## src/rtl/exec_ctrl_seq.sv

```systemverilog
// exec_ctrl_seq: execute-stage controller with internal N/Z flags, memory stall/timeout and post-jump flush.
module exec_ctrl_seq #(
  parameter int OPW          = 5,
  parameter int MEM_TIMEOUT  = 16,
  parameter int FLUSH_CYCLES = 1
) (
  input  logic           clk,
  input  logic           reset,
  input  logic           in_valid,
  input  logic [OPW-1:0] instr,
  input  logic           alu_n,
  input  logic           alu_z,
  input  logic           mem_ready,
  output logic [1:0]     sel_alu_a,
  output logic [1:0]     sel_alu_b,
  output logic           addsub,
  output logic           ld_alu_r,
  output logic           ld_nz,
  output logic           ld_pc_ac,
  output logic           ld_ir_ac,
  output logic           o_ldst_rd,
  output logic           o_ldst_wr,
  output logic           r_jump,
  output logic           s_jump,
  output logic           stall,
  output logic           flush,
  output logic           mem_err,
  output logic           illegal_op
);
  localparam int WW = $clog2(MEM_TIMEOUT + 1);
  localparam int FW = FLUSH_CYCLES > 0 ? $clog2(FLUSH_CYCLES + 1) : 1;
  typedef enum logic [1:0] {RUN, MEM, FLUSH} state_t;
  state_t        state_q, state_d;
  logic [1:0]    nz_q;
  logic [WW-1:0] wait_q, wait_d;
  logic [FW-1:0] flush_q, flush_d;
  logic          st_q, st_d;
  logic [4:0]    op;
  logic          is_alu, is_mem, is_jmp, legal, cond, taken;
  assign op     = instr[4:0];
  assign is_alu = op inside {5'h00, 5'h01, 5'h02, 5'h03, 5'h10, 5'h11, 5'h12, 5'h13, 5'h16};
  assign is_mem = op inside {5'h04, 5'h05};
  assign is_jmp = op inside {5'h08, 5'h09, 5'h0A, 5'h0C, 5'h18, 5'h19, 5'h1A, 5'h1C};
  assign legal  = ((instr >> 5) == '0) && (is_alu || is_mem || is_jmp);
  // nz_q is {n, z}; bit 1 of the opcode selects N, bit 0 selects Z, neither means unconditional
  assign cond   = op[1] ? nz_q[1] : op[0] ? nz_q[0] : 1'b1;
  assign taken  = is_jmp && cond;
  always_comb begin
    sel_alu_a  = 2'd0;
    sel_alu_b  = 2'd0;
    addsub     = 1'b0;
    ld_alu_r   = 1'b0;
    ld_nz      = 1'b0;
    ld_pc_ac   = 1'b0;
    ld_ir_ac   = 1'b0;
    o_ldst_rd  = 1'b0;
    o_ldst_wr  = 1'b0;
    r_jump     = 1'b0;
    s_jump     = 1'b0;
    stall      = 1'b0;
    flush      = 1'b0;
    mem_err    = 1'b0;
    illegal_op = 1'b0;
    state_d    = state_q;
    wait_d     = wait_q;
    flush_d    = flush_q;
    st_d       = st_q;
    if (!reset) begin
      case (state_q)
        RUN: begin
          ld_pc_ac   = 1'b1;
          ld_ir_ac   = 1'b1;
          illegal_op = in_valid && !legal;
          if (in_valid && legal && is_alu) begin
            ld_alu_r  = 1'b1;
            ld_nz     = 1'b1;
            sel_alu_a = (op[1:0] == 2'b00 || op[2]) ? 2'd1 : 2'd0;
            sel_alu_b = op[2] ? 2'd2 : {1'b0, op[4]};
            addsub    = op[1] && !op[2];
          end
          if (in_valid && legal && is_mem) begin
            o_ldst_rd = !op[0];
            o_ldst_wr = op[0];
            stall     = !mem_ready;
            ld_pc_ac  = mem_ready;
            ld_ir_ac  = mem_ready;
            st_d      = op[0];
            wait_d    = '0;
            state_d   = mem_ready ? RUN : MEM;
          end
          if (in_valid && legal && is_jmp) begin
            ld_alu_r = 1'b1;
            r_jump   = !op[4] && cond;
            s_jump   = op[4] && cond;
            if (taken && FLUSH_CYCLES > 0) begin
              state_d = FLUSH;
              flush_d = FW'(FLUSH_CYCLES);
            end
          end
        end
        MEM: begin
          wait_d = wait_q + WW'(1);
          if (mem_ready) begin
            o_ldst_rd = !st_q;
            o_ldst_wr = st_q;
            ld_pc_ac  = 1'b1;
            ld_ir_ac  = 1'b1;
            state_d   = RUN;
          end else if (wait_q == WW'(MEM_TIMEOUT - 1)) begin
            mem_err  = 1'b1;
            ld_pc_ac = 1'b1;
            ld_ir_ac = 1'b1;
            state_d  = RUN;
          end else begin
            o_ldst_rd = !st_q;
            o_ldst_wr = st_q;
            stall     = 1'b1;
          end
        end
        FLUSH: begin
          flush    = 1'b1;
          ld_pc_ac = 1'b1;
          ld_ir_ac = 1'b1;
          flush_d  = flush_q - FW'(1);
          state_d  = flush_q <= FW'(1) ? RUN : FLUSH;
        end
        default: state_d = RUN;
      endcase
    end
  end
  always_ff @(posedge clk or posedge reset) begin
    if (reset) begin
      state_q <= RUN;
      nz_q    <= 2'b00;
      wait_q  <= '0;
      flush_q <= '0;
      st_q    <= 1'b0;
    end else begin
      state_q <= state_d;
      wait_q  <= wait_d;
      flush_q <= flush_d;
      st_q    <= st_d;
      if (ld_nz) nz_q <= {alu_n, alu_z};
    end
  end
endmodule

```

## config.mk

```make
export PLATFORM = sky130hd
export DESIGN_NAME = exec_ctrl_seq
export DESIGN_NICKNAME = d
export VERILOG_FILES = /design/src/rtl/exec_ctrl_seq.sv
export SDC_FILE = /design/constraint.sdc
export NUM_CORES = 1
export LEC_CHECK = 0
export ABC_AREA = 1
export CORE_MARGIN = 2
export CORE_UTILIZATION = 44
export DETAILED_ROUTE_END_ITERATION = 8
export GPL_TIMING_DRIVEN = 1
export MAX_ROUTING_LAYER = met4
export PLACE_DENSITY = 0.81
export SLEW_MARGIN = 20
export SYNTH_ARGS = -nofsm -noshare
export SYNTH_HDL_FRONTEND = slang
export SYNTH_SLANG_ARGS = --single-unit
export TNS_END_PERCENT = 30
```

## constraint.sdc

```tcl
create_clock -name clk -period 2.4 [get_ports clk]
set_input_delay 0.48 -clock clk [delete_from_list [all_inputs] [get_ports clk]]
set_output_delay 0.48 -clock clk [all_outputs]
set_load 0.05 [all_outputs]
```

Word level (Yosys, flattened, before mapping)
Index checks and enable logic that the tools add are counted.

word-level totals
  flip-flop bits (word level) = 11
  input bits = 11
  output and inout port bits = 17

operators by class
  $add $sub $neg = 2
  magnitude comparators = 1
  equal/unequal tests = 25
  muxes and demuxes = 65
  bitwise operators = 1
  reductions and logical operators = 30

operators by type and width
  kind                                                 count
  two-way mux 1 bit                                    46
  equality test 5 bit, second input constant           9
  equality test 5 x 4 -> 1 bit, second input constant  5
  two-way mux 2 bit                                    11
  equality test 5 x 2 -> 1 bit, second input constant  2
  equality test 5 x 3 -> 1 bit, second input constant  2
  one-hot mux 5 bit (2 select lines)                   1
  logical AND 1 bit                                    9
  nonzero test 9 bit                                   1
  one-hot mux 1 bit (2 select lines)                   4
  nonzero test 8 bit                                   1
  zero test 1 bit                                      6
  inequality test 2 bit, second input constant         3
  one-hot mux 2 bit (3 select lines)                   1
  AND reduction 3 bit                                  2
  nonzero test 2 bit                                   3
  adder 5 x 1 -> 5 bit, second input constant          1
  equality test 5 x 1 -> 1 bit, second input constant  1
  zero test 5 bit                                      1
  two-way mux 5 bit                                    1
  zero test 2 bit                                      2
  AND reduction 4 bit                                  1
  logical OR 1 bit                                     3
  inequality test 3 bit, second input constant         1
  other kinds (7)                                      7

Longest topological paths before layout
Gate-level depths: netlist of the first run.

  depth in word-level cells = 10
  gate-level depth with buffers = 9

Worst setup path after synthesis of the first run
OpenSTA, ideal clock, no wires.

  path kind = input to output
  start point = input port reset
  end point = output port addsub
  arrival time = 2.215 ns
  data required time = 1.920 ns
  setup slack = -0.295 ns
  cell stages on the path = 6
  cell sequence = buf_6 -> inv_2 -> nand2_1 -> nor2_4 -> nand3_4 -> nor3_1

on the way
  word-level cells in the longest chain between the ends = 1

RTL lines
  element            line  source
  from (decl)        8     input logic reset,
  two-way mux 1 bit  68    if (!reset) begin
  to (decl)          16    output logic addsub,

Every way passes these cells.

Final worst setup path of the first run
  start point = register wait_q[0]
  end point = output port stall

on the way
  word-level cells in the longest chain between the ends = 5

RTL lines
  element                             line  source
  from (decl)                         35    logic [WW-1:0] wait_q, wait_d;
  from (signal assigned)              140   wait_q <= wait_d;
  equality test 5 x 4 -> 1 bit        109   end else if (wait_q == WW'(MEM_TIMEOUT - 1)) begin
  two-way mux 1 bit                   109
  two-way mux 1 bit                   103   if (mem_ready) begin
  one-hot mux 1 bit (2 select lines)  69    case (state_q)
  two-way mux 1 bit                   68
  to (decl)                           25    output logic stall,

Every way passes these cells.

==> results of run 1 <==
area by class of cell:
class,instances,area [µm²]
Fill cell,104,290
Timing Repair Buffer,42,546
Sequential cell,10,250
Tap cell,25,31.3
Multi-Input combinational cell,95,557
Inverter,18,67.6
Clock buffer,3,22.5
registers in the layout (all words and copies together), names as in the netlist:
register	flops
state_q	2
wait_q	5
nz_q	2
st_q	1
cells in the final DEF, fill, tap and decap left out, types with 3 or more instances in the layout:
cell and n:
buf_12 16, nand2_1 30, inv_1 15, nor2_1 8, nor2_4 3, nor3_1 3, dfrtp_1 10, o21ai_0 3
nand3_1 15, nor2_2 5, clkdlybuf4s50_1 8, clkbuf_4 3, nand2_2 4, buf_4 16, inv_2 3
worst max path at each step:
stage	start	end	cells after the start
global route	instr[3]	o_ldst_wr	8
detailed placement	instr[2]	ld_alu_r	7
finish	wait_q[0]	stall	8
floorplan	reset	addsub	6
global placement	instr[2]	ld_alu_r	7
CTS	instr[2]	o_ldst_wr	8
routing by layer:
| metal | GRT usage [%] | vias up |
|---|---|---|
| met5 | - | - |
| met4 | 13.0 | 0 |
| met3 | 6.79 | 22 |
| met2 | 51.1 | 57 |
| met1 | 33.7 | 495 |
| li1 | - | 486 |
critical path: cells and delay by family, from the launching register on:
kind	cells	cell delay, ps
AO/OA/AOI/OAI	1	170
AND/OR/NAND/NOR	4	610
buffers and inverters	1	150
adder cells (fa/ha/maj)	2	370
flip-flops	1	390
logic make-up (layout without fill, tap and decap cells):
group | count (synthesis) | count (layout)
simple gates | 80 | 80
buf+inv | 21 | 63
compound gates | 12 | 12
flops | 10 | 10
fa+ha+maj | 2 | 2
other cells | 1 | 1
metrics by stage:
step	utilization [%]	cells	power [mW]	area, µm²	setup slack (ps)
after floorplan	-	126	0.424	836	-295
after global placement	76.6	186	0.551	1350	41.8
after detailed placement	76.6	186	0.567	1350	-46.9
after CTS	80.4	192	0.714	1420	-16.5
after global routing	83.5	193	0.794	1470	-93.2
final	83.5	193	0.751	1470	-30.3
power by group through the flow:
stage                     sequential, mW  combinational (mW)  clock, mW
after floorplan                    0.238               0.186          0
final                              0.239               0.393      0.119
after global routing               0.243               0.420      0.131
after detailed placement           0.241               0.326          0
after global placement             0.239               0.312          0
after CTS                          0.235               0.358      0.121
repair_timing:
item                       CTS  global route
pin swaps                    3             3
setup endpoints to repair    8            13
gates resized for setup      8            15
buffers inserted             3             1
==> insert_results.sql, run 1 <==
INSERT INTO impl_metrics (metric_group, metric, value, unit) VALUES
('route', 'dr_total_vias', '1060', ''),
('synth', 'yosysSeqAreaShare', '29.9', '%'),
('pwr', 'total_leakage_power', '0.723', 'nW'),
('timing', 'grt_setup_unrepaired', 'true', ''),
('synth', 'yosys_most_used_dff', 'dfrtp_1', ''),
('synth', 'synth.cells.most_frequent', 'nand2_1 (32), inv_1 (15), nand3_1 (15)', ''),
('pwr', 'power_frac_clock', '15.9', '%'),
('route', 'm1WireLength', '1.13', 'mm'),
('pwr', 'switching_power_share_of_the_total', '41.4', '%'),
('global_routing', 'track_usage', '30.1', '%'),
('worst_setup_path', 'critical_path_peak_fanout', '2', ''),
('pwr', 'comb_power_share', '52.3', '%'),
('timing', 'setup_tns', '-64.5', 'ps'),
('outcome', 'violations', 'negative setup slack', ''),
('clock_tree', 'clock_latency', '260', 'ps'),
('worst_hold_path', 'timing.hold.worst.start', 'nz_q[1]', ''),
('synth', 'synth_seq_cells', '10', ''),
('clock_tree', 'htree_num_levels', '1', ''),
('placed_design', 'routabilityCongestion', '0.869', ''),
('synth', 'synthTopCellsByArea', 'dfrtp_1 (30%), nand2_1 (14%), nand3_1 (9.0%)', ''),
('route', 'detailroute.wirelength.met3', '196', 'µm'),
('outcome', 'outcome', 'finished, violations left', ''),
('clock_tree', 'tritoncts_clock_tree', 'done', ''),
('pwr', 'total_internal_power', '0.440', 'mW'),
('timing', 'maxClockFrequency', '411', 'MHz'),
('worst_setup_path', 'critPathArrivalTime', '1950', 'ps'),
('finish', 'antennaDiodeCount', '0', ''),
('route', 'drt_wl_total', '3.10', 'mm'),
('floorplan', 'floorplan.io_pins', '28', ''),
('clock_tree', 'ctsLongestPathBuffers', '2', ''),
('pwr', 'vdd_ir_max', '0.000558', 'V'),
('route', 'highest_layer', 'met4', ''),
('worst_setup_path', 'critical_path.reg2reg.startpoint', 'wait_q[0]', ''),
('clock_tree', 'cts.root.buffer_cell', 'clkbuf_4', ''),
('worst_setup_path', 'worst_r2r_setup_slack', '780', 'ps'),
('worst_setup_path', 'kind_of_start_point_of_the_critical_path', 'flop', ''),
('timing', 'min_period_over_period', '101', '%'),
('synth', 'synth_cell_type_count', '26', ''),
('worst_hold_path', 'worst_hold_path.endpoint', 'nz_q[1]', ''),
('clock_tree', 'clock-sinks', '10', ''),
('route', 'route.detailed.vias_per_inst', '5.49', ''),
('worst_setup_path', 'end_kind', 'output pin', ''),
('timing', 'finalCriticalPeriod', '2430', 'ps'),
('synth', 'yosys.area.top_type', 'dfrtp_1', ''),
('synth', 'post_synth_fa_ha_maj_area_fraction', '2.99', '%'),
('synth', 'synth-xor-area-share', '0', '%'),
('synth', 'synth_edf_count', '0', ''),
('worst_setup_path', 'worst-setup-path-type', 'flop to output pin', ''),
('timing', 'finalSetupViolations', '3', ''),
('synth', 'syn-instance-count', '126', ''),
('synth', 'synth.top_cell.area_share', '29.9', '%'),
('worst_setup_path', 'reg2reg_depth', '8', ''),
('global_routing', 'grt_overflow', '0', ''),
('route', 'routed_wire_length_per_instance', '16.1', 'µm'),
('placed_design', 'dp.final_hpwl', '2.08', 'mm'),
('synth', 'yosys-mux-area-fraction', '0', '%'),
('route', 'detail_route.drc_violations', '0', ''),
('worst_hold_path', 'type_of_the_most_critical_hold_path', 'flop to flop', ''),
('synth', 'simple_gate_share_of_the_synthesized_area', '47.6', '%'),
('synth', 'synth_top_family_by_area', 'simple AND/OR/NAND/NOR gates', ''),
('timing', 'hold_slack', '489', 'ps'),
('finish', 'syn2layout_area_growth', '76.3', '%'),
('route', 'first_iter_violations', '50', ''),
('worst_setup_path', 'crit_required', '1920', 'ps'),
('route', 'final_antenna_net_count', '0', ''),
('synth', 'synth_compound_area_share', '7.78', '%'),
('clock_tree', 'clkTransAtPathRegs', '70', 'ps'),
('finish', 'final_net_count', '183', ''),
('timing', 'final_critical_path_setup_slack', '-30.3', 'ps'),
('finish', 'share_of_final_layout_standard_cells_stronger_than_drive_strength_1', '39.3', '%'),
('global_routing', 'initial_antenna_violation_count', '0', '');
Power figures use the tool's default switching activity.
==> run 2, diff against run 1 <==
CTS_CLUSTER_SIZE = 30   (was unset)
==> results of run 2 <==
Final layout, timing and power as in run 1 (identical DEF).
